`src/rtl/icache_fill_ctrl_if.sv`:
```
// Fetch, tag-lookup, memory-read and line-fill signals of the I-cache
// controller. The slave modport is the controller; the master modport is
// the environment around it: fetch unit, tag/valid datapath and memory.
interface icache_fill_ctrl_if #(
  parameter int TAG_W = 25,
  parameter int IDX_W = 1,
  parameter int WAYS  = 2,
  parameter int WORDS = 16
);
  logic                  req_valid;
  logic [31:0]           req_addr;
  logic                  req_ready;
  logic                  resp_valid;
  logic                  resp_way;
  logic [3:0]            resp_word;
  logic [IDX_W-1:0]      lk_index;
  logic [TAG_W-1:0]      lk_tag;
  logic [WAYS-1:0]       tag_match;
  logic [WAYS-1:0]       way_valid;
  logic                  mem_req;
  logic [31:0]           mem_addr;
  logic                  mem_ack;
  logic                  mem_rvalid;
  logic [31:0]           mem_rdata;
  logic [WAYS-1:0]       fill_we;
  logic [IDX_W-1:0]      fill_index;
  logic [TAG_W-1:0]      fill_tag;
  logic                  fill_valid;
  logic [WORDS*32-1:0]   fill_data;
  logic                  flush;
  logic                  busy;
  logic [15:0]           hit_cnt;
  logic [15:0]           miss_cnt;

  modport slave (
    input  req_valid, req_addr, tag_match, way_valid,
           mem_ack, mem_rvalid, mem_rdata, flush,
    output req_ready, resp_valid, resp_way, resp_word, lk_index, lk_tag,
           mem_req, mem_addr, fill_we, fill_index, fill_tag, fill_valid,
           fill_data, busy, hit_cnt, miss_cnt
  );

  modport master (
    output req_valid, req_addr, tag_match, way_valid,
           mem_ack, mem_rvalid, mem_rdata, flush,
    input  req_ready, resp_valid, resp_way, resp_word, lk_index, lk_tag,
           mem_req, mem_addr, fill_we, fill_index, fill_tag, fill_valid,
           fill_data, busy, hit_cnt, miss_cnt
  );
endinterface

```
`src/rtl/icache_fill_ctrl.sv`:
```
// Miss/fill/flush sequencer for a 2-set x 2-way instruction cache.
// Lookups hit in two cycles; a miss picks a victim (first invalid way,
// else the set's LRU way), gathers a 16-word line, commits it in one
// write cycle and replays the lookup, which then hits.
module icache_fill_ctrl #(
  parameter int TAG_W = 25,
  parameter int IDX_W = 1,
  parameter int WAYS  = 2,
  parameter int WORDS = 16
) (
  input  logic               clk,
  input  logic               reset,
  icache_fill_ctrl_if.slave  bus
);
  localparam int BEAT_W = $clog2(WORDS);
  localparam int SETS   = 1 << IDX_W;

  typedef enum logic [2:0] {IDLE, LOOKUP, MISS_REQ, FILL, COMMIT, FLUSH} state_e;

  state_e              state_q, state_d;
  logic [31:2]         addr_q, addr_d;
  logic                replay_q, replay_d;
  logic                victim_q, victim_d;
  logic [SETS-1:0]     lru_q, lru_d;        // LRU[set] = way to evict next
  logic [BEAT_W-1:0]   beat_q, beat_d;
  logic [IDX_W-1:0]    fset_q, fset_d;      // flush set counter
  logic [WORDS*32-1:0] buf_q, buf_d;
  logic                resp_valid_q, resp_valid_d;
  logic                resp_way_q, resp_way_d;
  logic [3:0]          resp_word_q, resp_word_d;
  logic [15:0]         hit_q, hit_d, miss_q, miss_d;

  logic [IDX_W-1:0]    set_idx;
  logic [TAG_W-1:0]    set_tag;
  logic                unused_addr_bits;

  assign set_idx          = addr_q[6 +: IDX_W];
  assign set_tag          = addr_q[31 -: TAG_W];
  assign unused_addr_bits = ^bus.req_addr[1:0];

  // State register and all datapath registers, synchronous reset.
  always_ff @(posedge clk) begin
    // NOTE: non-blocking assignments keep every register sampling the
    // pre-edge values, so update order inside this block is irrelevant.
    if (reset) begin
      state_q      <= IDLE;
      addr_q       <= '0;
      replay_q     <= 1'b0;
      victim_q     <= 1'b0;
      lru_q        <= '0;
      beat_q       <= '0;
      fset_q       <= '0;
      // NOTE: the fill buffer is plain flops visible on fill_data, so it is
      // reset with everything else; a reset mid-fill never exposes stale words.
      buf_q        <= '0;
      resp_valid_q <= 1'b0;
      resp_way_q   <= 1'b0;
      resp_word_q  <= '0;
      hit_q        <= '0;
      miss_q       <= '0;
    end else begin
      state_q      <= state_d;
      addr_q       <= addr_d;
      replay_q     <= replay_d;
      victim_q     <= victim_d;
      lru_q        <= lru_d;
      beat_q       <= beat_d;
      fset_q       <= fset_d;
      buf_q        <= buf_d;
      resp_valid_q <= resp_valid_d;
      resp_way_q   <= resp_way_d;
      resp_word_q  <= resp_word_d;
      hit_q        <= hit_d;
      miss_q       <= miss_d;
    end
  end

  // Next-state and FSM-driven outputs.
  always_comb begin
    // NOTE: every signal written here is defaulted first; a path that left
    // one unassigned would infer a latch.
    state_d        = state_q;
    addr_d         = addr_q;
    replay_d       = replay_q;
    victim_d       = victim_q;
    lru_d          = lru_q;
    beat_d         = beat_q;
    fset_d         = fset_q;
    buf_d          = buf_q;
    resp_valid_d   = 1'b0;
    resp_way_d     = resp_way_q;
    resp_word_d    = resp_word_q;
    hit_d          = hit_q;
    miss_d         = miss_q;
    bus.req_ready  = 1'b0;
    bus.mem_req    = 1'b0;
    bus.fill_we    = '0;
    bus.fill_index = set_idx;
    bus.fill_valid = 1'b0;

    unique case (state_q)
      IDLE: begin
        bus.req_ready = ~bus.flush;
        if (bus.flush) begin
          fset_d  = '0;
          state_d = FLUSH;
        end else if (bus.req_valid) begin
          addr_d   = bus.req_addr[31:2];
          replay_d = 1'b0;
          state_d  = LOOKUP;
        end
      end
      LOOKUP: begin
        if (|bus.tag_match) begin
          resp_valid_d   = 1'b1;
          resp_way_d     = ~bus.tag_match[0];
          resp_word_d    = addr_q[5:2];
          lru_d[set_idx] = bus.tag_match[0];
          if (!replay_q) hit_d = hit_q + 16'd1;
          state_d = IDLE;
        end else begin
          miss_d = miss_q + 16'd1;
          if (!bus.way_valid[0])      victim_d = 1'b0;
          else if (!bus.way_valid[1]) victim_d = 1'b1;
          else                        victim_d = lru_q[set_idx];
          state_d = MISS_REQ;
        end
      end
      MISS_REQ: begin
        bus.mem_req = 1'b1;
        if (bus.mem_ack) begin
          beat_d  = '0;
          state_d = FILL;
        end
      end
      FILL: begin
        if (bus.mem_rvalid) begin
          buf_d[beat_q*32 +: 32] = bus.mem_rdata;
          beat_d = beat_q + 1'b1;
          if (beat_q == BEAT_W'(WORDS-1)) state_d = COMMIT;
        end
      end
      COMMIT: begin
        bus.fill_we[victim_q] = 1'b1;
        bus.fill_valid        = 1'b1;
        lru_d[set_idx]        = ~victim_q;
        replay_d              = 1'b1;
        state_d               = LOOKUP;
      end
      FLUSH: begin
        bus.fill_we    = '1;
        bus.fill_index = fset_q;
        lru_d          = '0;
        if (fset_q == IDX_W'(SETS-1)) state_d = IDLE;
        else                          fset_d  = fset_q + 1'b1;
      end
      default: state_d = IDLE;
    endcase
  end

  assign bus.resp_valid = resp_valid_q;
  assign bus.resp_way   = resp_way_q;
  assign bus.resp_word  = resp_word_q;
  assign bus.lk_index   = set_idx;
  assign bus.lk_tag     = set_tag;
  assign bus.mem_addr   = {addr_q[31:6], 6'b0};
  assign bus.fill_tag   = set_tag;
  assign bus.fill_data  = buf_q;
  assign bus.busy       = (state_q != IDLE);
  assign bus.hit_cnt    = hit_q;
  assign bus.miss_cnt   = miss_q;
endmodule
```
`src/flat_wrapper.sv`:
```
// flat-port wrapper written by rule: the top's interface ports become plain ports
module icache_fill_ctrl_flat 
#(
  parameter int TAG_W = 25,
  parameter int IDX_W = 1,
  parameter int WAYS  = 2,
  parameter int WORDS = 16
)
  (clk, reset, bus_req_valid, bus_req_addr, bus_tag_match, bus_way_valid, bus_mem_ack, bus_mem_rvalid, bus_mem_rdata, bus_flush, bus_req_ready, bus_resp_valid, bus_resp_way, bus_resp_word, bus_lk_index, bus_lk_tag, bus_mem_req, bus_mem_addr, bus_fill_we, bus_fill_index, bus_fill_tag, bus_fill_valid, bus_fill_data, bus_busy, bus_hit_cnt, bus_miss_cnt);
  icache_fill_ctrl_if #(.TAG_W(TAG_W), .IDX_W(IDX_W), .WAYS(WAYS), .WORDS(WORDS)) bus_i ();
  input  logic clk;
  input  logic reset;
  input wire logic [$bits(bus_i.req_valid)-1:0] bus_req_valid;
  input wire logic [$bits(bus_i.req_addr)-1:0] bus_req_addr;
  input wire logic [$bits(bus_i.tag_match)-1:0] bus_tag_match;
  input wire logic [$bits(bus_i.way_valid)-1:0] bus_way_valid;
  input wire logic [$bits(bus_i.mem_ack)-1:0] bus_mem_ack;
  input wire logic [$bits(bus_i.mem_rvalid)-1:0] bus_mem_rvalid;
  input wire logic [$bits(bus_i.mem_rdata)-1:0] bus_mem_rdata;
  input wire logic [$bits(bus_i.flush)-1:0] bus_flush;
  output wire logic [$bits(bus_i.req_ready)-1:0] bus_req_ready;
  output wire logic [$bits(bus_i.resp_valid)-1:0] bus_resp_valid;
  output wire logic [$bits(bus_i.resp_way)-1:0] bus_resp_way;
  output wire logic [$bits(bus_i.resp_word)-1:0] bus_resp_word;
  output wire logic [$bits(bus_i.lk_index)-1:0] bus_lk_index;
  output wire logic [$bits(bus_i.lk_tag)-1:0] bus_lk_tag;
  output wire logic [$bits(bus_i.mem_req)-1:0] bus_mem_req;
  output wire logic [$bits(bus_i.mem_addr)-1:0] bus_mem_addr;
  output wire logic [$bits(bus_i.fill_we)-1:0] bus_fill_we;
  output wire logic [$bits(bus_i.fill_index)-1:0] bus_fill_index;
  output wire logic [$bits(bus_i.fill_tag)-1:0] bus_fill_tag;
  output wire logic [$bits(bus_i.fill_valid)-1:0] bus_fill_valid;
  output wire logic [$bits(bus_i.fill_data)-1:0] bus_fill_data;
  output wire logic [$bits(bus_i.busy)-1:0] bus_busy;
  output wire logic [$bits(bus_i.hit_cnt)-1:0] bus_hit_cnt;
  output wire logic [$bits(bus_i.miss_cnt)-1:0] bus_miss_cnt;
  assign bus_i.req_valid = bus_req_valid;
  assign bus_i.req_addr = bus_req_addr;
  assign bus_i.tag_match = bus_tag_match;
  assign bus_i.way_valid = bus_way_valid;
  assign bus_i.mem_ack = bus_mem_ack;
  assign bus_i.mem_rvalid = bus_mem_rvalid;
  assign bus_i.mem_rdata = bus_mem_rdata;
  assign bus_i.flush = bus_flush;
  assign bus_req_ready = bus_i.req_ready;
  assign bus_resp_valid = bus_i.resp_valid;
  assign bus_resp_way = bus_i.resp_way;
  assign bus_resp_word = bus_i.resp_word;
  assign bus_lk_index = bus_i.lk_index;
  assign bus_lk_tag = bus_i.lk_tag;
  assign bus_mem_req = bus_i.mem_req;
  assign bus_mem_addr = bus_i.mem_addr;
  assign bus_fill_we = bus_i.fill_we;
  assign bus_fill_index = bus_i.fill_index;
  assign bus_fill_tag = bus_i.fill_tag;
  assign bus_fill_valid = bus_i.fill_valid;
  assign bus_fill_data = bus_i.fill_data;
  assign bus_busy = bus_i.busy;
  assign bus_hit_cnt = bus_i.hit_cnt;
  assign bus_miss_cnt = bus_i.miss_cnt;
  icache_fill_ctrl #(.TAG_W(TAG_W), .IDX_W(IDX_W), .WAYS(WAYS), .WORDS(WORDS)) u_core (.clk(clk), .reset(reset), .bus(bus_i));
endmodule
```
`config.mk`:
```
export PLATFORM = sky130hd
export DESIGN_NAME = icache_fill_ctrl_flat
export DESIGN_NICKNAME = d
export VERILOG_FILES = /design/src/rtl/icache_fill_ctrl_if.sv /design/src/rtl/icache_fill_ctrl.sv /design/src/flat_wrapper.sv
export SDC_FILE = /design/constraint.sdc
export NUM_CORES = 1
export LEC_CHECK = 0
export ABC_AREA = 1
export CAP_MARGIN = 10
export CORE_AREA = 2 2 280 282
export CTS_CLUSTER_DIAMETER = 120
export CTS_CLUSTER_SIZE = 16
export DETAILED_ROUTE_END_ITERATION = 8
export DIE_AREA = 0 0 282 284
export HOLD_SLACK_MARGIN = 0.1
export SYNTH_ARGS = -nofsm -noshare
export SYNTH_HDL_FRONTEND = slang
export SYNTH_SLANG_ARGS = --single-unit
```
`constraint.sdc`:
```
create_clock -name clk -period 2.4 [get_ports clk]
set_clock_uncertainty 0.15 [all_clocks]
set_input_delay 0.24 -clock clk [delete_from_list [all_inputs] [get_ports clk]]
set_output_delay 0.24 -clock clk [all_outputs]
set_load 0.02 [all_outputs]
```
==> summary.md, run 1 <==
| Metric | Value |
|---|---|
| Sw Share | 30.7% |
| Worst r2r src | u_core.beat_q[2]$_SDFFE_PP0P_ |
| Hold Crit Class | in2reg |
| Fin area | 0.0372 mm2 |
| Initial Utilization | 34.6% |
| DRC | 0 |
| Syn_area_per_cell | 6.60 um2 |
| Crit Path Class | reg2reg |
| Run status | complete, no violations |
| DP HPWL | 82.1 mm |
| Critical path startpoint | u_core.beat_q[2]$_SDFFE_PP0P_ |
| Placed Instance Area | 0.0354 mm2 |
| Root buffer cell | clkbuf_16 |
| TritonCTS clock tree | done |
| Total track usage | 28.0% |
| Post-synthesis cell count | 4036 |
| Min Tclk post-route | 2.31 ns |
| Yosys warns | 0 |
| # setup viols final | 0 |
| Port Buf Inserts | 705 |
| Peak Freq | 0.432 GHz |
| R2r endpoint | u_core.bus.fill_data[430]$_SDFFE_PP0P_ |
| Max Fanout on Critical Path | 7 |
| Async S/R FF share, synth | 0% |
| Clk pwr share | 32.7% |
| Hold Path Cell Cnt | 3 |
| Mapped cell area | 0.0266 mm2 |
| Rel. slew slack | 48.5% |
| Internal Power | 14.9 mW |
| Switching power | 6.59 mW |
| Setup WS pre-CTS | -0.0397 ns |
| DR WL/cell | 20.8 um |
| CP endpoint | u_core.bus.fill_data[430]$_SDFFE_PP0P_ |
| H-tree depth | 2 |
| I/O pin cnt | 714 |
| Yosys cell types | 35 |
| CP arrival | 2.64 ns |
| Final worst path period share | 96.4% |
| Seq/Total Area, Yosys | 44.5% |
| Critical Path End Type | register |
| Core Region | 0.0770 mm2 |
| GRT overflow | 0 |
| Final Core Density | 48.3% |
| Leak Pwr | 13.8 nW |
| Clock Path Buffers | 3 |
| Initial antenna violation count | 11 |
| Worst R2R Path Depth | 14 |
| # rows | 102 |
| Cell area power density | 578 mW/mm2 |
| Pre-antenna DRT Iters | 6 |
| Yosys reg bits | 592 |
| Req. time, crit path | 2.73 ns |
| Commonest non-fill, non-tap cell in the layout | nand2_1 |
| Post-synth EDFFs | 0 |
| GP Congestion | 0.909 |
| Most frequent cells in the layout | nand2_1, nor2_1, clkdlybuf4s50_1 |
| Vias in the first global route | 25100 |
| Worst skew pair latency | 0.59 ns |
| First-pass GRT wire length | 169 mm |
| Antenna-violating nets left | 0 |
| Worst VDD drop | 0.527 mV |
| WHS | 0.142 ns |
| Via count | 28200 |
| Initial DRC count | 2327 |
| Area added between synthesis and finish | 39.6% |
| Via-to-Cell Ratio | 4.94 |
| Max Slew Vio Count | 0 |
| Reg clk slew, reported paths | 0.08 ns |
| Setup crit start kind | register |
| Flop-to-flop setup slack | 0.09 ns |
| Worst Tran Pin Value | 0.773 ns |
| Primary FF master, synth | dfxtp_1 |
| Num Clock Sinks | 592 |
| MaxCap Viol Count | 0 |
| Pwr Total | 21.5 mW |
| Overall routed net length | 118 mm |
| Post-route setup slack | 0.0871 ns |
| Sequential power share | 48.0% |
| CTS buffer count | 43 |
| # nets final | 4735 |
| Chip height | 284 um |
| Die W | 282 um |
| Die footprint | 0.0801 mm2 |
| Final Hold Vio Count | 0 |
| Pin count of the biggest net entering global routing | 126 |
| Logic pwr share | 19.3% |
| Share of layout cells above drive strength 1 | 7.51% |
power by group through the flow:
stage | Clock, mW | Combinational [mW] | Sequential [mW]
after floorplan | 0 | 2.41 | 10.6
after global placement | 0 | 4.05 | 10.5
after detailed placement | 0 | 4.07 | 10.5
after CTS | 7.17 | 4.08 | 10.3
after global routing | 7.50 | 4.41 | 10.3
final | 7.02 | 4.14 | 10.3
cell families (layout without fill, tap and decap cells):
family                   count (synthesis)  count (layout)  share of synthesized area (%)
AND/OR/NAND/NOR                       2688            2688                           41.0
flip-flops                             592             592                           44.5
buffers and inverters                  469            1087                           8.83
AO/OA/AOI/OAI                          273             273                           5.18
XOR/XNOR                                 8               8                          0.263
adder cells (fa/ha/maj)                  5               5                          0.235
other                                    1              14                         0.0141
cell usage after synthesis (all sizes together) (3+ instances only):
cell    number  area share [%]
a21oi      131             2.5
buf        251             5.7
clkbuf     122             1.7
dfxtp      592              45
ha           5            0.23
inv         94             1.3
nand2     1111              16
nand3      324             6.3
nand4       50             1.2
nor2      1125              16
nor3        74             1.4
o21ai      137             2.6
xnor2        3           0.099
xor2         5            0.16
critical path, stage by stage (launching register included):
cell and delay (ns):
dfxtp_2 0.33, nor3_2 0.18, buf_4 0.15, ha_4 0.22
inv_6 0.09, nand2_2 0.07, nor2_2 0.11, nand2_2 0.08
buf_6 0.14, nor2_4 0.15, buf_6 0.16, clkbuf_16 0.16
o21ai_0 0.08, nand2_1 0.09, nor2_1 0.04
stage by stage:
stage / setup TNS, ns / std cells
2_1_floorplan: 0 / 4041
3_3_place_gp: -0.247 / 5624
3_5_place_dp: -0.133 / 5624
4_1_cts: -0.0313 / 5680
5_1_grt: -0.463 / 5702
6_report: 0 / 5707
registers in the layout, indices dropped and copies added (netlist names):
register	flops
u_core.beat_q	4
u_core.bus.resp_way	1
u_core.state_q	3
u_core.bus.miss_cnt	16
u_core.replay_q	1
u_core.bus.resp_word	4
u_core.bus.fill_data	512
u_core.addr_q	30
u_core.victim_q	1
u_core.fset_q	1
u_core.lru_q	2
u_core.bus.resp_valid	1
u_core.bus.hit_cnt	16
layer usage:
layer	up-vias	GRT usage, %	wire (um)
li1	13800	-	-
met5	-	0	11
met4	2	12.6	5730
met2	1057	44.3	53500
met3	196	5.47	9080
met1	13100	36.8	50100
final cells by class:
cell class	count	area, um2
Inverter	96	380
Clock inverter	2	17.5
Timing Repair Buffer	943	9870
Sequential cell	592	11900
Multi-Input combinational cell	2980	12600
Tap cell	1040	1300
Fill cell	7866	39800
Antenna cell	8	20.0
Clock buffer	46	1140
worst min path at each step:
stage                                                     start                                    end
after floorplan                                bus_tag_match[0]       u_core.bus.resp_way$_SDFFE_PP0P_
after global placement    u_core.bus.fill_data[18]$_SDFFE_PP0P_  u_core.bus.fill_data[18]$_SDFFE_PP0P_
after detailed placement   u_core.bus.fill_data[4]$_SDFFE_PP0P_   u_core.bus.fill_data[4]$_SDFFE_PP0P_
after CTS                                      bus_req_addr[27]         u_core.addr_q[27]$_SDFFE_PP0P_
after global routing                           bus_req_addr[27]         u_core.addr_q[27]$_SDFFE_PP0P_
final                                          bus_req_addr[27]         u_core.addr_q[27]$_SDFFE_PP0P_
repair_timing:
action / in CTS / in global routing
gates cloned: 1 / 9
endpoints found under the hold margin: 38 / 0
resized for setup: 14 / 32
pin swaps: 1 / 12
endpoints found under the setup margin: 8 / 397
buffers inserted: 0 / 10
hold buffers: 7 / 0
Power figures use the tool's default switching activity.
==> run 2: changes to the inputs <==
SETUP_SLACK_MARGIN = 0.05   (was default)
==> run 2 against run 1 <==
Net effect: critical path depth unchanged; via count up 1.0%; sequential power about the same; hold slack worse by 0.0044 ns; utilization up 1.3 points; global-route usage up 0.29 points; first-iteration DRC count up 1.2%; setup slack worse by 0.0079 ns; die area unchanged; cell area up 2.7%; clock power about the same; register-to-register slack about the same; critical endpoint is now u_core.bus.fill_data[474]$_SDFFE_PP0P_; largest power group unchanged.
==> summary.md, run 2 (synthesis results as in run 1) <==
| Metric | Value |
|---|---|
| Antenna-violating nets left | 0 (unchanged) |
| Rel. slew slack | 47.4% (was 48.5%) |
| First-pass GRT wire length | 170 mm (was 169 mm) |
| Worst skew pair latency | 0.59 ns (about the same) |
| Die footprint | 0.0801 mm2 (unchanged) |
| Worst R2R Path Depth | 14 (unchanged) |
| Worst r2r src | u_core.beat_q[2]$_SDFFE_PP0P_ (unchanged) |
| Initial DRC count | 2356 (was 2327) |
| Initial Utilization | 34.6% (unchanged) |
| Largest register FFs | 512 (unchanged) |
| Peak Freq | 0.431 GHz (was 0.432 GHz) |
| Crit Path Class | reg2reg (unchanged) |
| Critical Path End Type | register (unchanged) |
| Pin count of the biggest net entering global routing | 126 (unchanged) |
| Max Fanout on Critical Path | 7 (unchanged) |
| Via-to-Cell Ratio | 4.96 (was 4.94) |
| Worst VDD drop | 0.535 mV (was 0.527 mV) |
| Vias in the first global route | 25200 (was 25100) |
| MaxCap Viol Count | 0 (unchanged) |
| Via count | 28500 (was 28200) |
| DRC | 0 (unchanged) |
| Final Core Density | 49.6% (was 48.3%) |
| # setup viols final | 0 (unchanged) |
| CTS buffer count | 43 (unchanged) |
| CP arrival | 2.69 ns (was 2.64 ns) |
| Total track usage | 28.3% (was 28.0%) |
| Req. time, crit path | 2.77 ns (was 2.73 ns) |
| Clock Path Buffers | 3 (unchanged) |
| Highest routed layer | met5 (unchanged) |
| Routed met3 length | 8.77 mm (was 9.08 mm) |
| Hold Crit Class | in2reg (unchanged) |
| Final worst path period share | 96.7% (was 96.4%) |
| Max Slew Vio Count | 0 (unchanged) |
| Reg clk slew, reported paths | 0.08 ns (about the same) |
| Layout Cells excl Fill | 5739 (was 5707) |
| Hold Startpoint | bus_req_addr[27] (unchanged) |
| Post-route setup slack | 0.0792 ns (was 0.0871 ns) |
| Hold Path Cell Cnt | 3 (unchanged) |
| Most frequent cells in the layout | nor2_1, nand2_1, clkdlybuf4s50_1 (was nand2_1, nor2_1, clkdlybuf4s50_1) |
| DR WL/cell | 21.0 um (was 20.8 um) |
| Run status | complete, no violations (unchanged) |
| Chip height | 284 um (unchanged) |
| Placed Instance Area | 0.0354 mm2 (unchanged) |
| Share of layout cells above drive strength 1 | 9.84% (was 7.51%) |
| Detailed-routed wire length on met2 | 54.7 mm (was 53.5 mm) |
| Worst Tran Pin Value | 0.789 ns (was 0.773 ns) |
| Flop-to-flop setup slack | 0.08 ns (was 0.09 ns) |
| Overall routed net length | 121 mm (was 118 mm) |
| Core Region | 0.0770 mm2 (unchanged) |
| R2r endpoint | u_core.bus.fill_data[474]$_SDFFE_PP0P_ (was u_core.bus.fill_data[430]$_SDFFE_PP0P_) |
| Num Clock Sinks | 592 (unchanged) |
| Pre-antenna DRT Iters | 5 (was 6) |
| GP Congestion | 0.909 (unchanged) |
| Initial antenna violation count | 11 (unchanged) |
| Setup crit start kind | register (unchanged) |
| Die W | 282 um (unchanged) |
| # rows | 102 (unchanged) |
| H-tree depth | 2 (unchanged) |
| TritonCTS clock tree | done (unchanged) |
| Cell area power density | 565 mW/mm2 (was 578 mW/mm2) |
| Endpoint, Worst Hold | u_core.addr_q[27]$_SDFFE_PP0P_ (unchanged) |
| GRT overflow | 0 (unchanged) |
| Fill cell count | 7775 (was 7866) |
| Port Buf Inserts | 705 (unchanged) |
| Area added between synthesis and finish | 43.3% (was 39.6%) |
| I/O pin cnt | 714 (unchanged) |
| Wl on met1 | 51.2 mm (was 50.1 mm) |
| RSZ-0062 raised after global routing | yes |
| Cells after DPL | 5624 (unchanged) |
| Commonest non-fill, non-tap cell in the layout | nor2_1 (was nand2_1) |
| Min Tclk post-route | 2.32 ns (was 2.31 ns) |
| Leak Pwr | 14.2 nW (was 13.8 nW) |
| Root buffer cell | clkbuf_16 (unchanged) |
| Setup WS pre-CTS | -0.0397 ns (unchanged) |
| Final Hold Vio Count | 0 (unchanged) |
| Fin area | 0.0382 mm2 (was 0.0372 mm2) |
| # nets final | 4769 (was 4735) |
| DP HPWL | 82.1 mm (unchanged) |
-- run 2: layer usage --
metal	vias to the layer above	global-route usage, %
li1	13900	-
met1	13300	37.2
met2	1095	44.6
met3	222	5.53
met4	2	13.0
met5	-	0
-- run 2: layout make-up --
cell class	instances	area (um2)	share of cell area, %
diodes	6	15.0	0.0394
clock buffers	46	1140	2.99
clock inverters	2	17.5	0.0459
inverters	96	385	1.01
multi-input cells	2980	12900	33.8
flip-flops and latches	592	11900	31.1
well taps	1040	1300	3.41
repair buffers	977	10500	27.6
-- run 2: report_power, final --
part	leakage (nW)	switching [mW]	total, mW	internal [mW]
clock	0.570	3.68	7.04	3.36
sequential	4.78	0.265	10.3	10.1
combinational	8.83	2.68	4.21	1.53
total	14.2	6.63	21.6	14.9
-- run 2: worst max-delay path, stage by stage (launching register included) --
cell,delay [ns]
dfxtp_2,0.34
nor3_4,0.19
buf_6,0.13
ha_4,0.20
clkinv_4,0.05
nand2_4,0.05
nor2_2,0.09
nand2_1,0.08
buf_6,0.13
buf_6,0.12
nor2_4,0.16
buf_12,0.19
buf_12,0.16
nand2_2,0.06
a21oi_2,0.14
-- run 2: how the worst max path moves through the flow --
stage	start	endpoint	slack, ns
floorplan	u_core.beat_q[2]$_SDFFE_PP0P_	u_core.bus.fill_data[430]$_SDFFE_PP0P_	0.09
detailed placement	bus_mem_rvalid	u_core.bus.fill_data[84]$_SDFFE_PP0P_	-0.04
CTS	u_core.beat_q[2]$_SDFFE_PP0P_	u_core.bus.fill_data[458]$_SDFFE_PP0P_	0.01
global placement	bus_mem_rdata[12]	u_core.bus.fill_data[332]$_SDFFE_PP0P_	-0.11
global route	u_core.beat_q[0]$_SDFFE_PP0P_	u_core.bus.fill_data[332]$_SDFFE_PP0P_	-0.03
finish	u_core.beat_q[2]$_SDFFE_PP0P_	u_core.bus.fill_data[474]$_SDFFE_PP0P_	0.08
-- run 2: per-stage QoR --
stage | hold slack (ns) | TNS [ns] | power [mW]
5_1_grt | 0.119 | -0.0553 | 22.3
3_3_place_gp | 0.297 | -0.247 | 14.6
4_1_cts | 0.100 | 0 | 21.6
3_5_place_dp | 0.303 | -0.133 | 14.6
2_1_floorplan | 0.180 | 0 | 13.0
6_report | 0.137 | 0 | 21.6
-- run 2: what timing repair did --
action,4_1_cts,5_1_grt
gates cloned,7,18
buffers inserted,7,22
hold buffers,7,0
gates resized for setup,36,151
setup endpoints to repair,33,311
pin swaps,7,26
endpoints found under the hold margin,38,0
==> run 3: changes to the inputs <==
SKIP_CTS_REPAIR_TIMING = 1   (was default)
==> run 3 against run 2 <==
Net effect: count of clock-buffer cells in the layout is the same; clock power is essentially flat; cell count shrank 0.66%; global-route usage shrank 0.41 points; critical path depth shrank 5; first-iteration DRC count grew 2.9%; critical path type unchanged; largest cell class unchanged; highest routed layer unchanged.
==> summary.md, run 3 (synthesis results as in run 1) <==
| Metric | Value |
|---|---|
| Run status | complete, no violations (unchanged) |
| H-tree depth | 2 (unchanged) |
| # rows | 102 (unchanged) |
| MaxCap Viol Count | 0 (unchanged) |
| Setup crit start kind | register (unchanged) |
| Chip height | 284 um (unchanged) |
| Cells after DPL | 5624 (unchanged) |
| Overall routed net length | 119 mm (was 121 mm) |
| Crit Path Class | reg2reg (unchanged) |
| CP arrival | 2.69 ns (about the same) |
| GRT overflow | 0 (unchanged) |
| DRC | 0 (unchanged) |
| Worst skew pair latency | 0.59 ns (about the same) |
| RSZ-0062 raised after global routing | yes (unchanged) |
| Max Slew Vio Count | 0 (unchanged) |
| Area added between synthesis and finish | 39.7% (was 43.3%) |
| Initial antenna violation count | 11 (unchanged) |
| # setup viols final | 0 (unchanged) |
| I/O pin cnt | 714 (unchanged) |
| Vias in the first global route | 25000 (was 25200) |
| Port Buf Inserts | 705 (unchanged) |
| Antenna-violating nets left | 0 (unchanged) |
| Share of layout cells above drive strength 1 | 7.58% (was 9.84%) |
| Req. time, crit path | 2.78 ns (was 2.77 ns) |
| TritonCTS clock tree | done (unchanged) |
| Peak Freq | 0.433 GHz (was 0.431 GHz) |
| Root buffer cell | clkbuf_16 (unchanged) |
| Pin count of the biggest net entering global routing | 126 (unchanged) |
| Critical Path End Type | register (unchanged) |
| # nets final | 4732 (was 4769) |
| Commonest non-fill, non-tap cell in the layout | nor2_1 (unchanged) |
| Most frequent cells in the layout | nor2_1, nand2_1, clkdlybuf4s50_1 (unchanged) |
| Die footprint | 0.0801 mm2 (unchanged) |
| Cell area power density | 579 mW/mm2 (was 565 mW/mm2) |
| Rel. slew slack | 46.8% (was 47.4%) |
| Final Hold Vio Count | 0 (unchanged) |
| Num Clock Sinks | 592 (unchanged) |
| Layout Cells excl Fill | 5701 (was 5739) |
| Worst Tran Pin Value | 0.799 ns (was 0.789 ns) |
| Max Fanout on Critical Path | 114 (was 7) |
| Fin area | 0.0372 mm2 (was 0.0382 mm2) |
| Clock Path Buffers | 3 (unchanged) |
| Fill cell count | 7857 (was 7775) |
| Hold Crit Class | in2reg (unchanged) |
| Pre-antenna DRT Iters | 6 (was 5) |
| DP HPWL | 82.1 mm (unchanged) |
| Via-to-Cell Ratio | 4.94 (was 4.96) |
| Final worst path period share | 96.1% (was 96.7%) |
| Via count | 28200 (was 28500) |
| GP Congestion | 0.909 (unchanged) |
| Die W | 282 um (unchanged) |
| Leak Pwr | 13.8 nW (was 14.2 nW) |
| Initial DRC count | 2425 (was 2356) |
| Reg clk slew, reported paths | 0.08 ns (about the same) |
| Multi-input logic area | 0.0126 mm2 (was 0.0129 mm2) |
| DR WL/cell | 20.9 um (was 21.0 um) |
| Worst VDD drop | 0.529 mV (was 0.535 mV) |
| CTS buffer count | 43 (unchanged) |
| Largest register FFs | 512 (unchanged) |
| Total track usage | 27.9% (was 28.3%) |
| First-pass GRT wire length | 168 mm (was 170 mm) |
| Core Region | 0.0770 mm2 (unchanged) |
| Placed Instance Area | 0.0354 mm2 (unchanged) |
| FF+latch area | 0.0119 mm2 (about the same) |
| Initial Utilization | 34.6% (unchanged) |
| Min Tclk post-route | 2.31 ns (was 2.32 ns) |
==> run 3: changes by cell type in the layout (fill, tap and decap cells not counted), moves of 7 or more <==
| cell | before | now |
|---|---|---|
| nand2_1 | 1049 | 1099 |
| nand2_2 | 45 | 9 |
| buf_6 | 23 | 9 |
| nand2_4 | 17 | 3 |
| nor2_1 | 1089 | 1101 |
| a21oi_1 | 123 | 131 |
| a21oi_2 | 8 | 0 |
| buf_16 | 10 | 3 |
==> run 3: worst paths after layout <==
check,startpoint,slack (ns),to,cells after the start
min,bus_req_addr[15],0.12,u_core.addr_q[15]$_SDFFE_PP0P_,3
max,u_core.beat_q[0]$_SDFFE_PP0P_,0.09,u_core.bus.fill_data[111]$_SDFFE_PP0P_,9
min reg2reg,u_core.bus.fill_data[13]$_SDFFE_PP0P_,0.31,u_core.bus.fill_data[13]$_SDFFE_PP0P_,2
max reg2reg,u_core.beat_q[0]$_SDFFE_PP0P_,0.09,u_core.bus.fill_data[111]$_SDFFE_PP0P_,9
==> run 3: area by class of cell <==
type                    count  share of cell area [%]
multi-input cells        2980                    33.8
flip-flops and latches    592                    31.9
repair buffers            940                    26.6
well taps                1040                    3.50
clock buffers              46                    3.07
inverters                  96                    1.02
clock inverters             2                  0.0471
diodes                      5                  0.0336
==> run 3: report_power, final <==
group / internal (mW) / total, mW / switching (mW)
clock: 3.36 / 7.02 / 3.66
combinational: 1.51 / 4.18 / 2.67
sequential: 10.1 / 10.3 / 0.265
total: 14.9 / 21.5 / 6.59
==> run 3: per-layer routing <==
| metal | part of all wire (%) | track usage (%) | routed length [um] | vias up |
|---|---|---|---|---|
| met5 | 0.0092 | 0 | 11 | - |
| met4 | 5.0 | 12.7 | 5900 | 2 |
| met3 | 7.4 | 5.50 | 8850 | 211 |
| met2 | 45 | 44.0 | 53500 | 1100 |
| met1 | 43 | 36.6 | 50900 | 13100 |
| li1 | - | - | - | 13800 |
==> run 3: stage by stage <==
stage | worst slack, ns | power [mW] | setup TNS, ns | utilization, % | hold slack (ns)
2_1_floorplan | 0.0886 | 13.0 | 0 | - | 0.180
3_3_place_gp | -0.111 | 14.6 | -0.247 | 46.0 | 0.297
3_5_place_dp | -0.0397 | 14.6 | -0.133 | 46.0 | 0.303
4_1_cts | -0.391 | 21.5 | -1.29 | 47.5 | -0.0515
5_1_grt | 0.0305 | 22.3 | 0 | 48.3 | 0.119
6_report | 0.0928 | 21.5 | 0 | 48.3 | 0.123
==> run 3: worst max-delay path: stages, from the launching register on <==
cell	delay, ns
dfxtp_2	0.38
nor3_2	0.05
buf_4	0.14
ha_4	0.29
buf_4	0.15
buf_16	0.31
nand3_1	0.22
nand2_1	0.13
nand2_1	0.05
nor2_1	0.09
